$ cat src/rtl/lsu_mem_ctrl.sv
// -----------------------------------------------------------------------------
// lsu_mem_ctrl
// Load/store unit between the multicycle control unit and the 64-bit data
// memory. A START pulse in IDLE captures the access (direction, FUNCT3,
// address, store operand). The unit then runs one REQ/ACK transaction with
// memory and handles byte lanes: byte enables and lane-shifted data on stores,
// lane extraction plus sign/zero extension on loads. The extended load result
// is held in LOAD_DATA (MDR-style) for the control unit's write-back state.
//
// Ports
//   CLK         in   1   clock, rising edge
//   RESET_N     in   1   asynchronous, active-low reset
//   START       in   1   1-cycle pulse: begin an access (ignored while BUSY)
//   WRITE       in   1   1 = store, 0 = load
//   FUNCT3      in   3   000 b, 001 h, 010 w, 011 d, 100 bu, 101 hu, 110 wu
//   ADDR        in   64  byte address
//   STORE_DATA  in   64  store operand, data in low bits
//   BUSY        out  1   high from the cycle after START through the DONE cycle
//   DONE        out  1   1-cycle pulse: access finished
//   ERR         out  1   valid with DONE: misaligned, illegal FUNCT3 or timeout
//   LOAD_DATA   out  64  registered, extended load result
//   MEM_REQ     out  1   memory request, held until MEM_ACK
//   MEM_WE      out  1   1 = write
//   MEM_ADDR    out  64  doubleword-aligned address
//   MEM_BE      out  8   byte enables
//   MEM_WDATA   out  64  lane-shifted store data
//   MEM_RDATA   in   64  read data, valid in the MEM_ACK cycle
//   MEM_ACK     in   1   memory completes the request this cycle
//   DBG_STATE   out  2   current FSM state (0 IDLE, 1 REQ, 2 DONE, 3 ERR)
//
// Memory handshake: MEM_REQ is asserted with MEM_WE/MEM_ADDR/MEM_BE/MEM_WDATA
// stable for every cycle of the request; the transfer completes on the rising
// edge where MEM_REQ and MEM_ACK are both high. MEM_ACK while MEM_REQ is low
// has no effect. If no ACK arrives within TIMEOUT request cycles the access
// ends with ERR; an ACK in the last allowed cycle still counts as success.
//
// The lane logic assumes exactly 8 byte lanes, so DATA_W must stay 64.
// -----------------------------------------------------------------------------
module lsu_mem_ctrl #(
  parameter int DATA_W  = 64,
  parameter int TIMEOUT = 16
) (
  input  logic              CLK,
  input  logic              RESET_N,
  input  logic              START,
  input  logic              WRITE,
  input  logic [2:0]        FUNCT3,
  input  logic [DATA_W-1:0] ADDR,
  input  logic [DATA_W-1:0] STORE_DATA,
  output logic              BUSY,
  output logic              DONE,
  output logic              ERR,
  output logic [DATA_W-1:0] LOAD_DATA,
  output logic              MEM_REQ,
  output logic              MEM_WE,
  output logic [DATA_W-1:0] MEM_ADDR,
  output logic [7:0]        MEM_BE,
  output logic [DATA_W-1:0] MEM_WDATA,
  input  logic [DATA_W-1:0] MEM_RDATA,
  input  logic              MEM_ACK,
  output logic [1:0]        DBG_STATE
);

  localparam int CNT_W = $clog2(TIMEOUT + 1);

  typedef enum logic [1:0] {
    S_IDLE = 2'd0,
    S_REQ  = 2'd1,
    S_DONE = 2'd2,
    S_ERR  = 2'd3
  } state_t;

  state_t state, state_next;

  // Captured access
  logic              write_q;
  logic [2:0]        funct3_q;
  logic [DATA_W-1:0] addr_q;
  logic [DATA_W-1:0] store_data_q;
  logic [DATA_W-1:0] load_q;
  logic [CNT_W-1:0]  cnt;

  logic              accept;
  logic              misaligned;
  logic              illegal;
  logic              timeout_hit;
  logic              ack_ok;

  logic [2:0]        off;
  logic [7:0]        size_mask;
  logic [7:0]        be_shift;
  logic [DATA_W-1:0] wdata_shift;
  logic [DATA_W-1:0] wdata_mask;
  logic [DATA_W-1:0] rdata_shift;
  logic [DATA_W-1:0] load_ext;

  assign accept = (state == S_IDLE) && START;

  // Legality is judged on the live inputs in the START cycle so the FSM can
  // go straight to the error state without ever raising MEM_REQ.
  always_comb begin
    misaligned = 1'b0;
    case (FUNCT3[1:0])
      2'b00:   misaligned = 1'b0;
      2'b01:   misaligned = ADDR[0];
      2'b10:   misaligned = |ADDR[1:0];
      default: misaligned = |ADDR[2:0];
    endcase
  end

  assign illegal = (FUNCT3 == 3'b111) || (WRITE && FUNCT3[2]) || misaligned;

  assign timeout_hit = (cnt == CNT_W'(TIMEOUT - 1));
  assign ack_ok      = (state == S_REQ) && MEM_ACK;

  // State register
  always_ff @(posedge CLK or negedge RESET_N) begin
    if (!RESET_N) begin
      state <= S_IDLE;
    end else begin
      state <= state_next;
    end
  end

  // Next-state logic
  always_comb begin
    state_next = state;
    case (state)
      S_IDLE: begin
        if (START) begin
          state_next = illegal ? S_ERR : S_REQ;
        end
      end
      S_REQ: begin
        // ACK takes priority over an expiring counter.
        if (MEM_ACK) begin
          state_next = S_DONE;
        end else if (timeout_hit) begin
          state_next = S_ERR;
        end
      end
      S_DONE:  state_next = S_IDLE;
      S_ERR:   state_next = S_IDLE;
      default: state_next = S_IDLE;
    endcase
  end

  // Capture registers
  always_ff @(posedge CLK or negedge RESET_N) begin
    if (!RESET_N) begin
      write_q      <= 1'b0;
      funct3_q     <= 3'b000;
      addr_q       <= '0;
      store_data_q <= '0;
    end else if (accept) begin
      write_q      <= WRITE;
      funct3_q     <= FUNCT3;
      addr_q       <= ADDR;
      store_data_q <= STORE_DATA;
    end
  end

  // Request-cycle counter: 0 in the first REQ cycle, cleared outside REQ.
  always_ff @(posedge CLK or negedge RESET_N) begin
    if (!RESET_N) begin
      cnt <= '0;
    end else if (state == S_REQ) begin
      cnt <= cnt + 1'b1;
    end else begin
      cnt <= '0;
    end
  end

  // Lane logic
  assign off = addr_q[2:0];

  always_comb begin
    size_mask = 8'h01;
    case (funct3_q[1:0])
      2'b00:   size_mask = 8'h01;
      2'b01:   size_mask = 8'h03;
      2'b10:   size_mask = 8'h0F;
      default: size_mask = 8'hFF;
    endcase
  end

  assign be_shift    = size_mask << off;
  assign wdata_shift = store_data_q << {off, 3'b000};
  assign rdata_shift = MEM_RDATA >> {off, 3'b000};

  // Expand byte enables to a bit mask so bytes outside MEM_BE read as zero.
  always_comb begin
    wdata_mask = '0;
    for (int i = 0; i < 8; i++) begin
      wdata_mask[8*i +: 8] = {8{be_shift[i]}};
    end
  end

  always_comb begin
    load_ext = rdata_shift;
    case (funct3_q)
      3'b000:  load_ext = {{56{rdata_shift[7]}},  rdata_shift[7:0]};
      3'b001:  load_ext = {{48{rdata_shift[15]}}, rdata_shift[15:0]};
      3'b010:  load_ext = {{32{rdata_shift[31]}}, rdata_shift[31:0]};
      3'b100:  load_ext = {56'd0, rdata_shift[7:0]};
      3'b101:  load_ext = {48'd0, rdata_shift[15:0]};
      3'b110:  load_ext = {32'd0, rdata_shift[31:0]};
      default: load_ext = rdata_shift;
    endcase
  end

  // MDR: only a completed load updates it.
  always_ff @(posedge CLK or negedge RESET_N) begin
    if (!RESET_N) begin
      load_q <= '0;
    end else if (ack_ok && !write_q) begin
      load_q <= load_ext;
    end
  end

  // Outputs: memory-side fields are driven only while requesting.
  always_comb begin
    BUSY      = (state != S_IDLE);
    DONE      = (state == S_DONE) || (state == S_ERR);
    ERR       = (state == S_ERR);
    MEM_REQ   = (state == S_REQ);
    MEM_WE    = 1'b0;
    MEM_ADDR  = '0;
    MEM_BE    = 8'h00;
    MEM_WDATA = '0;
    if (state == S_REQ) begin
      MEM_WE   = write_q;
      MEM_ADDR = {addr_q[DATA_W-1:3], 3'b000};
      MEM_BE   = be_shift;
      if (write_q) begin
        MEM_WDATA = wdata_shift & wdata_mask;
      end
    end
  end

  assign LOAD_DATA = load_q;
  assign DBG_STATE = state;

endmodule

$ cat config.mk
export PLATFORM = sky130hd
export DESIGN_NAME = lsu_mem_ctrl
export DESIGN_NICKNAME = d
export VERILOG_FILES = /design/src/rtl/lsu_mem_ctrl.sv
export SDC_FILE = /design/constraint.sdc
export NUM_CORES = 1
export LEC_CHECK = 0
export ABC_CLOCK_PERIOD_IN_PS = 3000
export CAP_MARGIN = 20
export CORE_MARGIN = 2
export CORE_UTILIZATION = 30
export DETAILED_ROUTE_END_ITERATION = 10
export GPL_ROUTABILITY_DRIVEN = 1
export SLEW_MARGIN = 20
export SYNTH_ARGS = -nofsm -noshare
export SYNTH_HDL_FRONTEND = slang
export SYNTH_SLANG_ARGS = --single-unit
$ cat constraint.sdc
create_clock -name CLK -period 3 [get_ports CLK]
set_clock_uncertainty 0.15 [all_clocks]
set_input_delay 0.9 -clock CLK [delete_from_list [all_inputs] [get_ports CLK]]
set_output_delay 0.9 -clock CLK [all_outputs]
set_load 0.005 [all_outputs]
# Word level (Yosys, flattened, before mapping)
# Cells that the tools add are included.
classes:
  n_reduce_logical: 17
  shift: 3
  n_addsub: 1
  n_mux: 14
  eq_ne: 16
  n_bitwise: 1
op_table:
  columns: ["cell", "count"]
  rows:
  - ["64-bit one-hot mux with 6 select lines", 1]
  - ["64-bit 2-to-1 mux", 3]
  - ["64-bit bitwise AND", 1]
  - ["64-bit by 6-bit left shift with 64-bit output", 1]
  - ["64-bit by 6-bit >> shifter with 64-bit output", 1]
  - ["8-bit one-hot mux with 3 select lines", 1]
  - ["3-bit equality test (second input constant)", 4]
  - ["2-bit equality test (second input constant)", 4]
  - ["2-bit 2-to-1 mux", 4]
  - ["8-bit 2-to-1 mux", 1]
  - ["8-bit by 3-bit left shift with 8-bit output", 1]
  - ["2-bit by 1-bit equality test with 1-bit output (second input constant)", 3]
  - ["2-bit logical NOT", 3]
  - ["2-bit one-hot mux with 3 select lines", 1]
  - ["5-bit by 1-bit adder with 5-bit output (second input constant)", 1]
  - ["5-bit by 4-bit equality test with 1-bit output (second input constant)", 1]
  - ["5-bit 2-to-1 mux", 1]
  - ["1-bit logical AND", 4]
  - ["2-bit OR reduction", 2]
  - ["3-bit by 1-bit equality test with 1-bit output (second input constant)", 1]
  - ["3-bit by 2-bit equality test with 1-bit output (second input constant)", 1]
  - ["3-bit logical NOT", 1]
  - ["1-bit logical OR", 3]
  - ["3-bit by 1-bit inequality test with 1-bit output (second input constant)", 1]
  - ["7 further kinds", 7]
totals:
  word_cells: 59
  in_bits: 200
  reg_bits: 203
  out_inout_bits: 207

# Logic depth before layout (Yosys ltp)
depth:
  depth_word: 6
  depth_mapped: 9
  depth_no_buf: 7

# Least setup slack after synthesis
# OpenSTA, ideal clock, no wires.
synth_timing:
  path_type: "reg-to-output"
  start: "register addr_q[1]"
  end: "output MEM_WDATA[50]"
  t_required_ns: 1.950
  path_slack_ns: 0.308
  n_path_buf: 2
  t_arrival_ns: 1.642
  path_stages_with_launch: 6
  path_cell_list: "dfrtp_1 -> buf_4 -> buf_2 -> mux4_2 -> a21oi_1 -> nor2_1"
synth_between:
  elab_chain_len: 4
  elab_cells_between_ends: 5
  cone_classes: "shift (2); mux (2); bitwise (1)"
synth_rtl:
  columns: ["item", "line", "rtl"]
  rows:
  - ["start: declaration", "78", "logic [DATA_W-1:0] addr_q;"]
  - ["start signal: assignment", "153", "addr_q <= '0;"]
  - ["start signal: assignment", "158", "addr_q <= ADDR;"]
  - ["64-bit by 6-bit left shift with 64-bit output / 8-bit by 3-bit left shift with 8-bit output (equally long branches)", "188, 187", null]
  - ["64-bit bitwise AND *", "236", "MEM_WDATA = wdata_shift & wdata_mask;"]
  - ["64-bit 2-to-1 mux *", "235", "if (write_q) begin"]
  - ["64-bit 2-to-1 mux *", "231", "if (state == S_REQ) begin"]
  - ["end: declaration", "58", "output logic [DATA_W-1:0] MEM_WDATA,"]
# Every way passes the cells marked *; elsewhere a longest branch is shown, timed or not.

# Final worst setup path
layout_timing:
  start: "register addr_q[0]"
  end: "output MEM_WDATA[49]"
# Same word-level chain as after synthesis.

==> results.md <==
* Max-slew violations at 0
* DRC at 0
* WL/cell at between 20 and 25 um
* Worst Path Arrival at between 2 and 2.5 ns
* Initial Util at a little under a third
* DR pass1 iterations at 5
* Final Util at roughly 50%
* WP data required at between 1.5 and 2 ns
* Max IR drop VDD at around 540 uV
* Critical Path Start Type: register
* Die width at a little over 200 um
* Design Power at ~22 mW
* I/O Pins at 407
* Total Wirelength at slightly above 50000 um
* RSZ-0062 raised after global routing: yes
* Switching share of power at between 30% and 40%
* Setup violators final at 72
* Port Buffers at around 400
* Worst skew pair latency at ~0.57 ns
* Post-synthesis cell area at between 10000 and 15000 um2
* FMAX at around 290 MHz
* CTS Buffer Depth at 3
* CP Capture Type: output pin
* Clock transition at path regs at 0.06 ns
* Antenna viol nets, final at 0
* Logic pwr share at 61.5%
* CTS tree: done
* First-pass GRT wire length at ~75000 um
* Worst hold path type: input pin to async pin
* Max-Slew Margin vs Limit at a little over half
* Top cell type's share of synthesized area at between 40% and 50%
* Final hold vios at 0
* Failing checks: setup timing
* Initial antenna violation count at 3
* Total number of vias at ~12000
* EDFF count, synth at 0
* GRT Resource Usage Total at 23.8%
* Ys Warns at 0
* CP Class: register to output pin
* Mean Syn Cell Area at 10.4 um2
* Starting DRT DRC Count at 862
* Core Area at 39500 um2
* Placed cell areas at ~17000 um2
* Sequential share of power at 24.2%
* Mapped Cells at roughly 1100
* Synth area leaders: dfrtp_1 (43%), mux2_2 (14%), mux2i_1 (6.2%)
* Vias in the first global route at around 12000
* P per Cell Area at ~1100 nW/um2
* Chip Height at a little over 200 um
* Synth area leader: dfrtp_1
* CTS Buf Count at 26
* Layout net count at about 1900
* Int Pwr at around 13 mW
* Sink Count at ~200
* Die area at about 41000 um2
* # rows at 73
* GPL Wtd Cong at 0.919
* Placement Setup Slack at -0.100 ns
* Root Buffer: clkbuf_16
* Largest net degree at the start of global routing at 68
* H-tree levels at 1
* Count leader, synth: dfrtp_1
* Vias per inst at between 5 and 6
* Leak at roughly 8.4 nW
* Total congestion overflow at 0
* Status: finished, violations left
* Share of flip-flops with an asynchronous set or reset at 100%
* Commonest cells in the netlist: dfrtp_1 (203), mux2_2 (151), nor2_1 (136), nand2_1 (97), mux2i_1 (74)
* Measured slew at the worst slew-check pin at between 0.7 and 0.8 ns
* Register area share after synthesis at 42.6%
* Psw at 8.87 mW
* Area Overhead vs Synth at 67.1%
* Power share of the clock group at between 10% and 20%
* Layout cells sized above 1 at between 40% and 50%
* Final period util at 114%
* Post-route minimum period at around 3.4 ns
* Worst Path Max Fanout at 5
* Post-DP HPWL at 35200 um
* Library cells used by synthesis at 53
* FF+latch count, synth at 203
* Final Cell Area at 19900 um2
* Max cap viols at 0
* Slack of the critical path at -0.434 ns
* Top_reg_cell synth: dfrtp_1
* Hold slack at between 0.1 and 0.15 ns
[power groups by stage]
stage / clock (mW) / combinational (mW) / sequential (mW)
finish: 3.19 / 13.7 / 5.39
global route: 3.39 / 14.6 / 5.54
CTS: 3.29 / 12.8 / 5.34
detailed placement: 0 / 10.7 / 5.33
global placement: 0 / 10.6 / 5.29
floorplan: 0 / 6.03 / 4.85
[worst max-delay path, stage by stage, from the launching register on]
cell and delay [ns]:
dfrtp_4 0.52, buf_12 0.15, buf_16 0.13, buf_12 0.12, mux2i_1 0.13, or2_4 0.26, a21oi_2 0.18, a21oi_2 0.07
nor2_4 0.13, buf_2 0.12
[final cells by class]
cell class                 instances  area [um2]
fill                            3553       19600
tap                              525         657
inverter                           8        40.0
multi-input combinational        833        7190
timing repair buffer             615        6050
sequential                       203        5090
clock buffer                      34         711
clock inverter                    10         156
antenna                            2        5.00
[sequential cells by signal, indices dropped and copies added (netlist names)]
signal / count
store_data_q: 64
addr_q: 64
write_q: 1
funct3_q: 3
cnt: 5
LOAD_DATA: 64
DBG_STATE: 2
[routing by layer]
layer	vias up	track usage, %	routed length [um]
li1	5183	-	-
met1	5714	29.2	20000
met5	-	0	27
met4	4	9.52	2120
met2	660	39.5	24300
met3	121	6.79	4610
[kinds of logic (layout without fill, tap and decap cells)]
group | Yosys count | count (layout) | share of synthesized area (%)
compound gates | 212 | 212 | 11.4
xor+xnor | 2 | 2 | 0.147
fa+ha+maj | 2 | 2 | 0.210
buf+inv | 108 | 667 | 4.98
flops | 203 | 203 | 42.6
mux | 257 | 257 | 26.5
other cells | 1 | 5 | 0.0315
simple gates | 357 | 357 | 14.1
[worst paths after layout]
| path | start | to | slack (ns) | depth (start not counted) |
|---|---|---|---|---|
| worst max-delay path | addr_q[0]$_DFFE_PN0P_ | MEM_WDATA[49] | -0.43 | 9 |
| worst min-delay path | RESET_N | LOAD_DATA[0]$_DFFE_PN0P_ | 0.15 | 1 |
| worst max register to register | addr_q[0]$_DFFE_PN0P_ | LOAD_DATA[37]$_DFFE_PN0P_ | 0.14 | 10 |
| worst min register to register | cnt[0]$_DFF_PN0_ | cnt[0]$_DFF_PN0_ | 0.33 | 1 |
| max in group asynchronous | RESET_N | LOAD_DATA[13]$_DFFE_PN0P_ | 1.86 | 2 |
| min in group CLK | cnt[0]$_DFF_PN0_ | cnt[0]$_DFF_PN0_ | 0.33 | 1 |
[per-stage QoR]
stage / TNS, ns / cells
after floorplan: 0 / 1144
after global placement: -1.10 / 2094
after detailed placement: -1.61 / 2094
after CTS: -24.95 / 2218
after global routing: -28.86 / 2229
final: -22.48 / 2230
[cell usage in the layout, fill, tap and decap left out, drive strengths merged, types with 3 or more instances in the layout]
| master | count |
|---|---|
| dfrtp | 203 |
| o211ai | 8 |
| and2 | 73 |
| bufinv | 3 |
| conb | 3 |
| nor3 | 5 |
| mux4 | 31 |
| o221ai | 7 |
| a22o | 3 |
| clkbuf | 44 |
| nand2b | 11 |
| a21o | 3 |
| a211oi | 8 |
| nor2b | 6 |
| a32oi | 9 |
| mux2 | 152 |
| inv | 8 |
| clkinv | 6 |
| a21oi | 71 |
| and3 | 9 |
| o21ai | 19 |
| nand2 | 98 |
| nand3 | 3 |
| a31oi | 57 |
| mux2i | 74 |
| o22ai | 8 |
| or2 | 9 |
| nor2 | 137 |
| clkdlybuf4s50 | 266 |
| dlygate4sd2 | 3 |
| o21a | 5 |
| o22a | 7 |
| buf | 333 |
[what timing repair did]
item	4_1_cts	5_1_grt
setup buffers	78	21
cloned	8	1
hold buffers	0	0
endpoints found under the setup margin	160	143
pin swaps	58	49
gates resized for setup	751	152
Note: power is estimated with default switching activity, not from simulation.
